===== src/rtl/qspi_stream_fifo.sv =====
// Width-converting FIFO: IN_W-bit pushes stored as OUT_W-bit symbols, one symbol per pop.
// Optional recent-data snapshot on `window` is built when QSPI_STREAM_FIFO_WINDOW_EN is defined.
module qspi_stream_fifo #(
  parameter int DEPTH     = 24,
  parameter int IN_W      = 4,
  parameter int OUT_W     = 2,
  parameter int AFULL_LVL = 20,
  parameter int WINDOW    = 16,
  localparam int RATIO    = IN_W / OUT_W,
  localparam int CW       = $clog2(DEPTH + 1)
) (
  input  logic                      clk,
  input  logic                      rst,
  input  logic                      clear,
  input  logic                      push,
  input  logic [IN_W-1:0]           push_data,
  input  logic                      pop,
  output logic [OUT_W-1:0]          pop_data,
  output logic                      pop_valid,
  output logic                      empty,
  output logic                      full,
  output logic                      almost_full,
  output logic [CW-1:0]             count,
  output logic                      overflow,
  output logic                      underflow,
  output logic [WINDOW*OUT_W-1:0]   window
);

  localparam int PW = (DEPTH > 1) ? $clog2(DEPTH) : 1;

  logic [OUT_W-1:0] mem [DEPTH];
  logic [PW-1:0]    wr_ptr;
  logic [PW-1:0]    rd_ptr;
  logic [CW-1:0]    count_next;
  logic             push_acc;
  logic             pop_acc;

  // DEPTH need not be a power of two, so pointers wrap explicitly.
  function automatic logic [PW-1:0] wrap_add(input logic [PW-1:0] p, input int n);
    int s;
    s = int'(p) + n;
    if (s >= DEPTH) s = s - DEPTH;
    return PW'(s);
  endfunction

  // Flags come from the registered count only; no path from push/pop.
  assign empty       = (count == '0);
  assign full        = (count > CW'(DEPTH - RATIO));
  assign almost_full = (count >= CW'(AFULL_LVL));
  assign push_acc    = push && !full && !clear;
  assign pop_acc     = pop && !empty && !clear;

  // NOTE: combinational blocks use blocking '=' and assign a default first, so no latch is inferred.
  always_comb begin
    count_next = count;
    if (push_acc) count_next = count_next + CW'(RATIO);
    if (pop_acc)  count_next = count_next - CW'(1);
  end

  // NOTE: state registers use non-blocking '<=' so every flop samples pre-edge values.
  always_ff @(posedge clk or posedge rst) begin
    if (rst) begin
      count     <= '0;
      wr_ptr    <= '0;
      rd_ptr    <= '0;
      pop_data  <= '0;
      pop_valid <= 1'b0;
      overflow  <= 1'b0;
      underflow <= 1'b0;
    end else if (clear) begin
      count     <= '0;
      wr_ptr    <= '0;
      rd_ptr    <= '0;
      pop_valid <= 1'b0;
      overflow  <= 1'b0;
      underflow <= 1'b0;
    end else begin
      count     <= count_next;
      pop_valid <= pop_acc;
      if (push_acc) wr_ptr <= wrap_add(wr_ptr, RATIO);
      if (pop_acc) begin
        rd_ptr   <= wrap_add(rd_ptr, 1);
        pop_data <= mem[rd_ptr];
      end
      if (push && full)  overflow  <= 1'b1;
      if (pop && empty)  underflow <= 1'b1;
    end
  end

  // NOTE: the storage array has no reset; its contents are don't-care until written.
  always_ff @(posedge clk) begin
    if (push_acc) begin
      for (int i = 0; i < RATIO; i++)
        mem[wrap_add(wr_ptr, i)] <= push_data[IN_W-1-i*OUT_W -: OUT_W];
    end
  end

`ifdef QSPI_STREAM_FIFO_WINDOW_EN
  logic [WINDOW*OUT_W-1:0] shadow;

  // Unaffected by clear: only rst wipes the snapshot.
  always_ff @(posedge clk or posedge rst) begin
    if (rst)           shadow <= '0;
    else if (push_acc) shadow <= {shadow[WINDOW*OUT_W-IN_W-1:0], push_data};
  end

  assign window = shadow;
`else
  assign window = '0;
`endif

endmodule

===== config.mk =====
export PLATFORM = sky130hd
export DESIGN_NAME = qspi_stream_fifo
export DESIGN_NICKNAME = d
export VERILOG_FILES = /design/src/rtl/qspi_stream_fifo.sv
export SDC_FILE = /design/constraint.sdc
export NUM_CORES = 1
export LEC_CHECK = 0
export ABC_AREA = 0
export BUFFER_PORTS_ARGS = -buffer_cell sky130_fd_sc_hd__buf_2
export CAP_MARGIN = 20
export CORE_MARGIN = 4
export CORE_UTILIZATION = 52
export DETAILED_ROUTE_END_ITERATION = 12
export MAX_ROUTING_LAYER = met4
export PLACE_DENSITY = 0.81
export SLEW_MARGIN = 20
export SYNTH_ARGS = -nofsm -noshare
export SYNTH_HDL_FRONTEND = slang
export SYNTH_SLANG_ARGS = --single-unit

===== constraint.sdc =====
create_clock -name clk -period 2.45 [get_ports clk]
set_input_delay 0.49 -clock clk [delete_from_list [all_inputs] [get_ports clk]]
set_output_delay 0.49 -clock clk [all_outputs]
set_load 0.01 [all_outputs]

Yosys cells after proc, flatten, opt, wreduce, memory -nomap -nowiden:

Memory sizes are Yosys's and may differ from the RTL's. A register that Yosys moved wholly into a read port is not among the register bits.
Index checks and enable logic that the tools add are counted.

* $lt $le $gt $ge: 6
* bitwise operators: 1
* reductions and logical operators: 15
* $add $sub $neg: 9
* muxes and demuxes: 20

Operators by type and width (count)
* 5-bit 2-to-1 mux: 13
* 5-bit subtractor (second input constant): 4
* 6-bit by 5-bit >= comparator with 1-bit output (second input constant): 3
* 5-bit by 1-bit adder with 6-bit output (second input constant): 2
* 5-bit >= comparator (second input constant): 2
* 2-bit nonzero test: 4
* 1-bit 2-to-1 mux: 7
* 5-bit by 2-bit adder with 6-bit output (second input constant): 1
* 1-bit logical AND: 6
* 5-bit by 2-bit adder with 5-bit output (second input constant): 1
* 5-bit greater-than comparator (second input constant): 1
* 5-bit zero test: 1
* 5-bit by 1-bit subtractor with 5-bit output (second input constant): 1
* 1-bit zero test: 3
* 2-bit AND reduction: 1
* 1-bit NOT: 1

* input bits: 9
* memory bits (writable): 48
* register bits: 18
* logic and storage cells: 58
* memories: 1
* output and inout bits: 45

Memories
* mem: words 24, width 2, read ports 1, clocked after memory_dff 1, wr ports 2, RTL line 31 `logic [OUT_W-1:0] mem [DEPTH];`

Logic depth before layout (Yosys ltp):

* depth after elaboration: 8
* gate-level depth with buffers: 8
* mapped depth without buffers: 8

Least setup slack after synthesis:

OpenSTA, ideal clock, no wires.

* path kind: register to register
* start point: register count[2]
* end point: register count[4]
* cell stages (with the launch flop): 9
* clock period less this slack: 2.171 ns
* library setup time: 0.125 ns
* data required time: 2.325 ns
* arrival: 2.046 ns
* buffers on the path: 0
* path slack: 0.279 ns
* cells stage by stage: dfrtp_1 -> ha_1 -> o21ai_1 -> o21ai_2 -> xnor2_1 -> ha_1 -> o211ai_1 -> nand3b_1 -> mux2_2

* cells in the longest elaborated chain, start to end: 8
* elaborated cells between the ends (all ways): 13
* classes of those cells: 2 x add/sub; 1 x order compare; 3 x mux; 7 x reduce/logical

RTL lines
* from (decl): RTL line 23 `output logic [CW-1:0] count,`
* from (signal assigned): RTL line 78 `count <= count_next;`
* 5-bit greater-than comparator: RTL line 48 `assign full = (count > CW'(DEPTH - RATIO));`
* 1-bit zero test: RTL line 50 `assign push_acc = push && !full && !clear;`
* 1-bit logical AND (2 in a row): RTL line 50
* 5-bit 2-to-1 mux: RTL line 56 `if (push_acc) count_next = count_next + CW'(RATIO);`
* 5-bit by 1-bit subtractor with 5-bit output: RTL line 57 `if (pop_acc) count_next = count_next - CW'(1);`
* 5-bit 2-to-1 mux *: RTL line 57
* 5-bit 2-to-1 mux *: RTL line 70 `end else if (clear) begin`

Mark *: on every way between the ends. The rest lies on a longest branch, timed or not.
A chain may end at the register's enable or synchronous reset.

Worst setup path after layout:

* start point: register count[4]
* end point: output empty

* cells in the longest elaborated chain, start to end: 1

RTL lines
* 5-bit zero test: RTL line 47 `assign empty = (count == '0);`
* to (decl): RTL line 20 `output logic empty,`

No other way between the ends.

==> reports/metrics.yaml <==
run_status:
  outcome: "finished clean"
logic_synthesis:
  area_fraction_of_the_dominant_cell_type_after_synthesis_pct: 36.3
  yosys-top-cells-area: "sky130_fd_sc_hd__edfxtp_1 36%, sky130_fd_sc_hd__dfrtp_1 12%, sky130_fd_sc_hd__mux2_2 7.1%"
  synth_commonest_cells: "48 x sky130_fd_sc_hd__edfxtp_1, 36 x sky130_fd_sc_hd__clkbuf_1, 35 x sky130_fd_sc_hd__buf_4"
  synth_edf_count: 48
  synth_top_area_cell: "sky130_fd_sc_hd__edfxtp_1"
  synth.yosys.seq_area_share_pct: 48.3
  avgSynthCellArea_um2: 10.7
  dominantRegCellSynth: "sky130_fd_sc_hd__edfxtp_1"
  cell_area_after_synthesis_um2: 3970
  yosysMostFrequentCell: "sky130_fd_sc_hd__edfxtp_1"
  yosys.cell_types.count: 49
  yosys_register_bits: 67
  post_synth_inst_count: 371
  asyncSetResetFlopFracSynth_pct: 28.4
  ys_warn_count: 0
clocking:
  post-cts-setup-buffer-count: 0
  clk_pin_slew_worst_paths_ps: 70
  number_of_buffers_added_to_fix_hold_violations_after_cts: 0
  sinks_on_clock_net: 67
  clkLatencyLatePin_ps: 340
  cts_root_buf: "sky130_fd_sc_hd__clkbuf_8"
  cts_tree: "yes"
  cts_resized: 0
  htree_num_levels: 3
  cts_inserted_buffers: 9
  max-clock-path-buffers: 2
placement:
  port_buffers: 21
  place_ws_ps: 145
  finalWeightedCongestion: 0.880
  post_dp_cell_area_um2: 3930
  detailed_place_hpwl_um: 5480
critical_path:
  critical_path.startpoint: "count[4]"
  cp.buffers_inverters: 1
  cpPeakStageDelay_ps: 660
  crit_path_cell_trace: "or4_1 > nor2_1 > buf_2"
  cp_data_required_time_ps: 1960
  timing.critical_path.from_type: "flip-flop"
  rr_startpoint: "count[2]"
  critical_path.top_delay_family: "simple AND/OR/NAND/NOR gates"
  critPathMaxFanout: 6
  cell_type_of_the_slowest_stage_on_the_worst_timing_path: "sky130_fd_sc_hd__or4_1"
  crit_arrival_ps: 1790
  worstSetupEndpointType: "output pin"
  path_class: "reg -> out"
final_layout:
  final_cell_area_um2: 4100
  area_delta_synth_final_pct: 3.28
  final_nets: 380
  drive_above_1_share_pct: 22.0
  nFillCells: 611
  final_util_pct: 55.9
  insertedDiodeCount: 0
timing:
  max_freq_ghz: 0.439
  worst_slew_pin_slew_ps: 722
  period_share_pct: 93.0
  finalHoldViolCount: 0
  fin_skew_ps: 8.30
  finalSetupViolCount: 0
  setup_repair_after_global_routing_missed_its_margin: "false"
  totalNegativeSetupSlack_ps: 0
  layout_min_cycle_time_ps: 2280
  final_max_slew_viol_count: 0
  max-slew-margin-rel_pct: 51.8
  post-route-worst-setup-slack_ps: 171
global_route:
  global_route_wire_length_before_repair_um: 12100
  grt_antenna_before_repair: 0
  grt_use_total_pct: 18.5
  globalRouteOverflowTotal: 0
  largest_net_degree_at_the_start_of_global_routing: 25
  grt_pass1_vias: 2435
pwr:
  vdd.ir_drop.worst_mv: 0.527
  power.density_nw_per_um2: 758
  final_total_pwr_uw: 3110
  static-leakage-power_uw: 0.00165
die:
  die_w_um: 95.3
  rows: 31
  core_area_um2: 7330
  die_height_um: 95.3
  boundaryPins: 54
  initial_core_util_pct: 54.1
  design.die.area_um2: 9090
routing:
  dr.first_iter.drc_count: 268
  routed_wire_length_per_instance_um: 15.9
  routed-via-count: 2541
  detailed_route_wire_length_on_metal_1_um: 3170
  route.antenna.remaining_nets: 0
  drc_violations_left: 0
  drt_pre_antenna_iters: 5
  met3RoutedLength_um: 527
  wirelength_um: 7450
  avgViaCountPerCell: 5.43
  topRoutingLayerUsed: "met4"
  detailroute.wirelength.met2_um: 3560
run:
  drv.max_cap_violation_count: 0
min_path:
  min-delay-path-class: "in -> async"
through the flow:
step	hold WS, ps	cells
finish	255	468
global route	327	468
detailed placement	494	452
global placement	471	452
CTS	268	468
floorplan	441	402
layout by cell type (no fill, tap or decap), drive strengths merged, types with 3 or more instances in the layout:
cell type	count
nor2b	10
nand4	3
nor3	3
mux2i	19
buf	26
nand3	9
or4	3
a22oi	4
ha	7
o211ai	3
clkinv	5
edfxtp	48
xnor2	6
clkbuf	10
nor2	33
a21oi	14
nand3b	3
nand2	21
mux2	25
conb	32
mux4	4
inv	21
nand2b	4
dfrtp	19
o21ai	14
area by class of cell:
cell class	count	area, um2	share of cell area (%)
flip-flops and latches	67	1920	46.8
multi-input cells	239	1670	40.9
repair buffers	26	143	3.48
clock buffers	10	128	3.12
well taps	99	124	3.02
inverters	21	78.8	1.92
clock inverters	6	32.5	0.794
metal layers:
| metal | vias to the layer above | GRT usage [%] |
|---|---|---|
| met5 | - | - |
| met4 | 0 | 8.77 |
| met3 | 20 | 3.95 |
| met2 | 117 | 27.6 |
| met1 | 1198 | 24.0 |
| li1 | 1206 | - |
cells by family (layout without fill, tap and decap cells):
group           count (synthesis)  in the layout  share of synthesized area, %
buf+inv                        96             63                          12.5
simple gates                   99             99                          13.6
other cells                     1             32                        0.0945
compound gates                 46             46                          7.60
fa+ha+maj                       7              7                          2.21
mux                            48             48                          14.2
xor+xnor                        7              7                          1.55
flops                          67             67                          48.3
final timing paths:
| kind | slack, ps | to | cells after the start |
|---|---|---|---|
| setup / recovery | 170 | empty | 3 |
| hold / removal | 260 | rd_ptr[4] | 2 |
| setup reg to reg | 260 | mem[2][1] | 5 |
| hold reg to reg | 500 | overflow | 2 |
| max in group asynchronous | 1730 | wr_ptr[2] | 2 |
| min in group clk | 420 | wr_ptr[3] | 2 |
report_power, final:
part | switching (uW) | internal [uW] | total [uW]
Clock | 394 | 357 | 752
Sequential | 132 | 1310 | 1440
Combinational | 519 | 397 | 916
sequential cells by signal, summed over array words and instances, names as in the netlist:
register   count
count          5
mem           48
overflow       1
pop_data       2
pop_valid      1
rd_ptr         5
underflow      1
wr_ptr         4
No activity file was read; power rests on OpenSTA's default activity.
